## src/rtl/dmem_arbiter_pkg.sv

```systemverilog
// rtl/dmem_arbiter_pkg.sv - shared widths, port ids and FSM encoding for the data-memory arbiter
package dmem_arbiter_pkg;

    localparam int ADDR_W = 6;
    localparam int DATA_W = 8;

    localparam logic PORT_CPU = 1'b0;
    localparam logic PORT_AUX = 1'b1;

    typedef enum logic [1:0] {
        ST_IDLE   = 2'd0,
        ST_ACCESS = 2'd1,
        ST_RWAIT  = 2'd2
    } arb_state_e;

endpackage

```

## src/rtl/arb_starve_pick.sv

```systemverilog
// rtl/arb_starve_pick.sv - fixed-priority winner pick with a saturating port-1 starvation guard
module arb_starve_pick #(
    parameter int STARVE_MAX = 4
) (
    input  logic i_clk,
    input  logic i_rst_n,
    input  logic i_arb_en,
    input  logic i_r0_req,
    input  logic i_r1_req,
    output logic o_win_valid,
    output logic o_win_port
);
    import dmem_arbiter_pkg::*;

    logic [3:0] r_starve_cnt;
    logic       w_starved;

    assign w_starved = (r_starve_cnt == 4'(STARVE_MAX));

    always_comb begin
        o_win_valid = i_r0_req | i_r1_req;
        if (i_r0_req && i_r1_req) begin
            o_win_port = w_starved ? PORT_AUX : PORT_CPU;
        end else begin
            o_win_port = i_r1_req ? PORT_AUX : PORT_CPU;
        end
    end

    // Counts only arbitrations port 1 actually lost; any idle cycle without r1_req forgives the debt.
    always_ff @(posedge i_clk or negedge i_rst_n) begin
        if (!i_rst_n) begin
            r_starve_cnt <= '0;
        end else if (i_arb_en) begin
            if (!i_r1_req || o_win_port == PORT_AUX) begin
                r_starve_cnt <= '0;
            end else if (!w_starved) begin
                r_starve_cnt <= r_starve_cnt + 4'd1;
            end
        end
    end

endmodule

```

## src/rtl/dmem_arbiter.sv

```systemverilog
// rtl/dmem_arbiter.sv - two-port arbiter in front of the single-port data memory
module dmem_arbiter #(
    parameter int ADDR_W     = dmem_arbiter_pkg::ADDR_W,
    parameter int DATA_W     = dmem_arbiter_pkg::DATA_W,
    parameter int READ_LAT   = 1,
    parameter int STARVE_MAX = 4
) (
    input  logic              clk,
    input  logic              reset,
    input  logic              r0_req,
    input  logic              r0_we,
    input  logic [ADDR_W-1:0] r0_addr,
    input  logic [DATA_W-1:0] r0_wdata,
    output logic              r0_gnt,
    output logic              r0_rvalid,
    output logic [DATA_W-1:0] r0_rdata,
    input  logic              r1_req,
    input  logic              r1_we,
    input  logic [ADDR_W-1:0] r1_addr,
    input  logic [DATA_W-1:0] r1_wdata,
    output logic              r1_gnt,
    output logic              r1_rvalid,
    output logic [DATA_W-1:0] r1_rdata,
    output logic              mem_read,
    output logic              mem_write,
    output logic [ADDR_W-1:0] mem_addr,
    output logic [DATA_W-1:0] mem_wdata,
    input  logic [DATA_W-1:0] mem_rdata,
    output logic              busy
);
    import dmem_arbiter_pkg::*;

    arb_state_e        r_state;
    arb_state_e        w_state_nxt;
    logic [1:0]        r_lat_cnt;
    logic              r_port;
    logic              r_we;
    logic [ADDR_W-1:0] r_addr;
    logic [DATA_W-1:0] r_wdata;

    logic              w_win_valid;
    logic              w_win_port;
    logic              w_idle;
    logic              w_rd_last;

    logic              w_gnt0_nxt;
    logic              w_gnt1_nxt;
    logic              w_rv0_nxt;
    logic              w_rv1_nxt;
    logic              w_mrd_nxt;
    logic              w_mwr_nxt;
    logic              w_busy_nxt;
    logic [ADDR_W-1:0] w_maddr_nxt;
    logic [DATA_W-1:0] w_mwdata_nxt;

    assign w_idle    = (r_state == ST_IDLE);
    assign w_rd_last = (r_lat_cnt == 2'(READ_LAT - 1));

    arb_starve_pick #(
        .STARVE_MAX (STARVE_MAX)
    ) u_pick (
        .i_clk       (clk),
        .i_rst_n     (reset),
        .i_arb_en    (w_idle),
        .i_r0_req    (r0_req),
        .i_r1_req    (r1_req),
        .o_win_valid (w_win_valid),
        .o_win_port  (w_win_port)
    );

    always_ff @(posedge clk or negedge reset) begin
        if (!reset) begin
            r_state <= ST_IDLE;
        end else begin
            r_state <= w_state_nxt;
        end
    end

    always_comb begin
        w_state_nxt = r_state;
        case (r_state)
            ST_IDLE:   if (w_win_valid) w_state_nxt = ST_ACCESS;
            ST_ACCESS: w_state_nxt = r_we ? ST_IDLE : ST_RWAIT;
            ST_RWAIT:  if (w_rd_last) w_state_nxt = ST_IDLE;
            default:   w_state_nxt = ST_IDLE;
        endcase
    end

    // Outputs are decoded from the current state and registered, so they trail the state by a cycle.
    always_comb begin
        w_gnt0_nxt   = 1'b0;
        w_gnt1_nxt   = 1'b0;
        w_rv0_nxt    = 1'b0;
        w_rv1_nxt    = 1'b0;
        w_mrd_nxt    = 1'b0;
        w_mwr_nxt    = 1'b0;
        w_busy_nxt   = 1'b0;
        w_maddr_nxt  = '0;
        w_mwdata_nxt = '0;
        case (r_state)
            ST_ACCESS: begin
                w_busy_nxt  = 1'b1;
                w_gnt0_nxt  = (r_port == PORT_CPU);
                w_gnt1_nxt  = (r_port == PORT_AUX);
                w_maddr_nxt = r_addr;
                if (r_we) begin
                    w_mwr_nxt    = 1'b1;
                    w_mwdata_nxt = r_wdata;
                end else begin
                    w_mrd_nxt = 1'b1;
                end
            end
            ST_RWAIT: begin
                w_busy_nxt  = 1'b1;
                w_mrd_nxt   = 1'b1;
                w_maddr_nxt = r_addr;
                w_rv0_nxt   = w_rd_last && (r_port == PORT_CPU);
                w_rv1_nxt   = w_rd_last && (r_port == PORT_AUX);
            end
            default: begin
            end
        endcase
    end

    always_ff @(posedge clk or negedge reset) begin
        if (!reset) begin
            r_port    <= PORT_CPU;
            r_we      <= 1'b0;
            r_addr    <= '0;
            r_wdata   <= '0;
            r_lat_cnt <= '0;
        end else begin
            if (w_idle && w_win_valid) begin
                r_port  <= w_win_port;
                r_we    <= (w_win_port == PORT_AUX) ? r1_we    : r0_we;
                r_addr  <= (w_win_port == PORT_AUX) ? r1_addr  : r0_addr;
                r_wdata <= (w_win_port == PORT_AUX) ? r1_wdata : r0_wdata;
            end
            r_lat_cnt <= (r_state == ST_RWAIT) ? r_lat_cnt + 2'd1 : 2'd0;
        end
    end

    always_ff @(posedge clk or negedge reset) begin
        if (!reset) begin
            r0_gnt    <= 1'b0;
            r1_gnt    <= 1'b0;
            r0_rvalid <= 1'b0;
            r1_rvalid <= 1'b0;
            r0_rdata  <= '0;
            r1_rdata  <= '0;
            mem_read  <= 1'b0;
            mem_write <= 1'b0;
            mem_addr  <= '0;
            mem_wdata <= '0;
            busy      <= 1'b0;
        end else begin
            r0_gnt    <= w_gnt0_nxt;
            r1_gnt    <= w_gnt1_nxt;
            r0_rvalid <= w_rv0_nxt;
            r1_rvalid <= w_rv1_nxt;
            mem_read  <= w_mrd_nxt;
            mem_write <= w_mwr_nxt;
            mem_addr  <= w_maddr_nxt;
            mem_wdata <= w_mwdata_nxt;
            busy      <= w_busy_nxt;
            if (r_state == ST_RWAIT && w_rd_last) begin
                if (r_port == PORT_CPU) begin
                    r0_rdata <= mem_rdata;
                end else begin
                    r1_rdata <= mem_rdata;
                end
            end
        end
    end

endmodule

```

## config.mk

```make
export PLATFORM = sky130hd
export DESIGN_NAME = dmem_arbiter
export DESIGN_NICKNAME = d
export VERILOG_FILES = /design/src/rtl/dmem_arbiter_pkg.sv /design/src/rtl/arb_starve_pick.sv /design/src/rtl/dmem_arbiter.sv
export SDC_FILE = /design/constraint.sdc
export NUM_CORES = 1
export LEC_CHECK = 0
export CORE_ASPECT_RATIO = 0.75
export CORE_MARGIN = 2
export CORE_UTILIZATION = 42
export DETAILED_ROUTE_END_ITERATION = 8
export GPL_ROUTABILITY_DRIVEN = 0
export PLACE_DENSITY = 0.76
export SETUP_SLACK_MARGIN = 0.3
export SLEW_MARGIN = 0
export SYNTH_ARGS = -nofsm -noshare
export SYNTH_HDL_FRONTEND = slang
export SYNTH_SLANG_ARGS = --single-unit
```

## constraint.sdc

```tcl
create_clock -name clk -period 1.3 [get_ports clk]
set_input_delay 0.13 -clock clk [delete_from_list [all_inputs] [get_ports clk]]
set_output_delay 0.13 -clock clk [all_outputs]
set_load 0.02 [all_outputs]
```

==> metrics.txt <==
status=finished, violations left; violations in the final reports=setup timing; arrival time at the worst endpoint=1660 ps; wire length of the first global-routing pass=10.6 mm; clock buffer count from CTS=9; largest net degree at the start of global routing=62; number of endpoints failing setup at the final stage=36; Sw Share=35.0%; cell row count=24; DP Worst Slack=-202 ps; max frequency=698 MHz; net switching power=3.48 mW; count of boundary I/O pins=79; met3 global-route usage=6.10%; depth of the most critical reg-to-reg path=6; # diodes=0; starting density of the core=43.5%; total length of routed wires=7.00 mm; Total Power Consumption=9.94 mW; startpoint of the worst setup timing path=r_state[0]; power density normalized to cell area=2310 nW/µm²; slowest stage delay, CP=390 ps; port buffer count=78; final global-route overflow total=0; vias in the first global route=2115; fraction of met2 tracks used by global routing=35.3%; worst path setup slack after routing=-133 ps; crit path buf inv count=2; Crit Path Max Fanout=4; area enclosed by the die boundary=6680 µm²; transition time of the tightest slew-check pin=490 ps; share of post-route cells with drive strength above 1=46.8%; average wire length per cell after detail routing=16.7 µm; drc violations=0; cell type with the highest aggregate area in the netlist=sky130_fd_sc_hd__dfrtp_1; leakage power total=1.98 nW; critical-path cell with the highest stage delay=sky130_fd_sc_hd__dfrtp_1; part of the power in the clock network=19.1%; buffer depth of the longest clock path=2; total number of nets in the final design=383; Seq pwr share=32.4%; CTS tree=done; internal power=6.46 mW; 1st-iter DRT viols=184; largest cells by area after synthesis=sky130_fd_sc_hd__dfrtp_1 60%, sky130_fd_sc_hd__mux2_2 7.6%, sky130_fd_sc_hd__nand2_1 5.0%; area growth from synthesis to final layout=69.6%; Hold Fails Final Rpt=0; Comb pwr share=48.5%; time the worst path needs with I/O delays and setup=1430 ps; register bit total from synthesis=61; sequence of cells on the critical path=inv_2, ha_4, nor2b_4, buf_6, a21oi_4, mux2_4; Net Count, Synth=260; gate count after technology mapping=212; Core Box Area=5830 µm²; global-route usage over all layers=21.1%; met1 Resource Use GR=26.7%; initial antenna violation count=0; kind of critical path=register to register; router iterations before antenna repair=4; Fin Hold WS=310 ps; GRT Max-Usage Layer=met2; cell family contributing the most delay on the critical path=flip-flops; number of vias per cell after detailed routing=5.22; fraction of the yosys area taken by sequential cells=60.2%; area of the mapped netlist=2530 µm²; final worst clock skew=11.0 ps; per-instance average area after synthesis=12.0 µm²; clock tree root driver cell=sky130_fd_sc_hd__clkbuf_8; count of antenna-violating nets left after detailed routing=0; RSZ-0062 raised after global routing=true; placed wire-length estimate=4.40 mm; worst ir drop on vdd=937 µV; Final Cycle Share=110%; overall die height=71.3 µm; logic depth of the worst path, buffers included=6; Layout Utilization=73.8%; startpoint of the worst register-to-register path=r_state[0]; clock sink total=61; total count of max-transition violations in the final report=0; Clk Latency, worst-skew pair=350 ps; nature of the critical path startpoint=register; Die X-Extent=93.7 µm; clk slew on worst S/H paths=70 ps; worst endpoint required time=1530 ps; via total after detailed routing=2182; number of unique standard cell types used by synthesis=33; synthesis warning total=0; max-capacitance violation count=0; number of H-tree branching levels=3; proportion of netlist area held by the largest area contributor=60.2%; slew margin rel.=67.3%; Worst Setup End Kind=register; class of the tightest hold or removal check=primary input to async pin
==> cell usage after synthesis, drive strengths merged <==
cell and number:
o211ai 15, and3b 1, nor2b 4, o22ai 1, o32ai 1, inv 9
nand4b 1, nand2 34, a21o 1, ha 6, nor2 1, buf 6
a21oi 1, mux2i 1, o21ai 3, nor3 1, and2 10, mux2 17
nand4 15, nand2b 1, o311ai 1, nand3 3, and3 8, clkbuf 5
nand3b 2, dfrtp 61, o21a 2, o31ai 1
==> tightest hold or removal path, stage by stage <==
cell,delay (ps)
sky130_fd_sc_hd__dlygate4sd3_1,520
sky130_fd_sc_hd__buf_2,120
sky130_fd_sc_hd__buf_12,280
==> metal layers <==
layer | up-vias | routed length (µm) | part of all wire (%)
met5 | - | 0 | 0
met1 | 1089 | 2790 | 40
met3 | 11 | 399 | 5.7
met4 | 0 | 137 | 2.0
met2 | 84 | 3660 | 52
li1 | 998 | - | -
==> final timing paths <==
path                                end  slack, ps
min                           r1_rvalid        310
max                          r_state[1]       -130
max in group asynchronous    r_state[1]        720
min in group clk                   r_we        360
max reg2reg                  r_state[1]       -130
min reg2reg                r_lat_cnt[0]        450
==> through the flow <==
step	setup TNS, ps	std cells	instance area, µm²
3_3_place_gp	-2770	384	3680
3_5_place_dp	-4280	384	3680
2_1_floorplan	-955	212	2640
6_report	-2520	418	4300
5_1_grt	-4560	418	4300
4_1_cts	-1790	409	3970
==> final cells by class <==
class	count	area [µm²]
multi-input cells	132	1160
clock buffers	9	124
clock inverters	7	98.8
well taps	78	97.6
fillers	361	1530
repair buffers	122	1260
flip-flops and latches	61	1530
inverters	9	33.8
==> flip-flops by register name (all words and copies together) (netlist names), 2 cells and up <==
| name | flops |
|---|---|
| r_lat_cnt | 2 |
| r_state | 2 |
| r0_rdata | 8 |
| mem_wdata | 8 |
| r1_rdata | 8 |
| r_addr | 6 |
| u_pick.r_starve_cnt | 4 |
| r_wdata | 8 |
| mem_addr | 6 |
==> cell families after synthesis <==
kind of cell    after synthesis  share of synthesized area [%]
fa+ha+maj                     6                           2.96
buf+inv                      20                           3.70
mux                          18                           7.95
compound gates               26                           8.29
flops                        61                           60.2
simple gates                 81                           16.9
==> power by group through the flow <==
stage               sequential (mW)  clock [mW]  combinational (mW)
floorplan                      3.57           0                1.66
global placement               3.03           0                3.83
detailed placement             3.07           0                3.93
CTS                            3.09        1.90                4.14
global route                   3.29        2.01                5.15
finish                         3.22        1.90                4.82
==> layout by cell type, fill, tap and decap left out, types with 2 or more instances in the layout <==
| master | instances |
|---|---|
| sky130_fd_sc_hd__nor2b_4 | 3 |
| sky130_fd_sc_hd__and3_4 | 8 |
| sky130_fd_sc_hd__mux2_4 | 2 |
| sky130_fd_sc_hd__nand4_1 | 15 |
| sky130_fd_sc_hd__inv_1 | 4 |
| sky130_fd_sc_hd__clkinv_4 | 2 |
| sky130_fd_sc_hd__nand2_1 | 32 |
| sky130_fd_sc_hd__o21a_4 | 2 |
| sky130_fd_sc_hd__and2_4 | 9 |
| sky130_fd_sc_hd__clkbuf_8 | 9 |
| sky130_fd_sc_hd__mux2_2 | 15 |
| sky130_fd_sc_hd__inv_2 | 5 |
| sky130_fd_sc_hd__nand2_2 | 2 |
| sky130_fd_sc_hd__o211ai_1 | 15 |
| sky130_fd_sc_hd__clkdlybuf4s50_1 | 40 |
| sky130_fd_sc_hd__ha_4 | 5 |
| sky130_fd_sc_hd__buf_12 | 5 |
| sky130_fd_sc_hd__o21ai_4 | 2 |
| sky130_fd_sc_hd__nand3b_1 | 2 |
| sky130_fd_sc_hd__buf_6 | 44 |
| sky130_fd_sc_hd__bufinv_16 | 2 |
| sky130_fd_sc_hd__buf_4 | 30 |
| sky130_fd_sc_hd__nand3_1 | 2 |
| sky130_fd_sc_hd__dfrtp_1 | 61 |
==> repair_timing <==
action / in CTS / in global routing
setup endpoints to repair: 96 / 97
setup buffers: 7 / 7
hold endpoints to repair: 61 / 0
resized for setup: 197 / 69
pin swaps: 2 / 10
cloned: 1 / 2
hold buffers: 1 / 0
(Power assumes the default switching activity.)
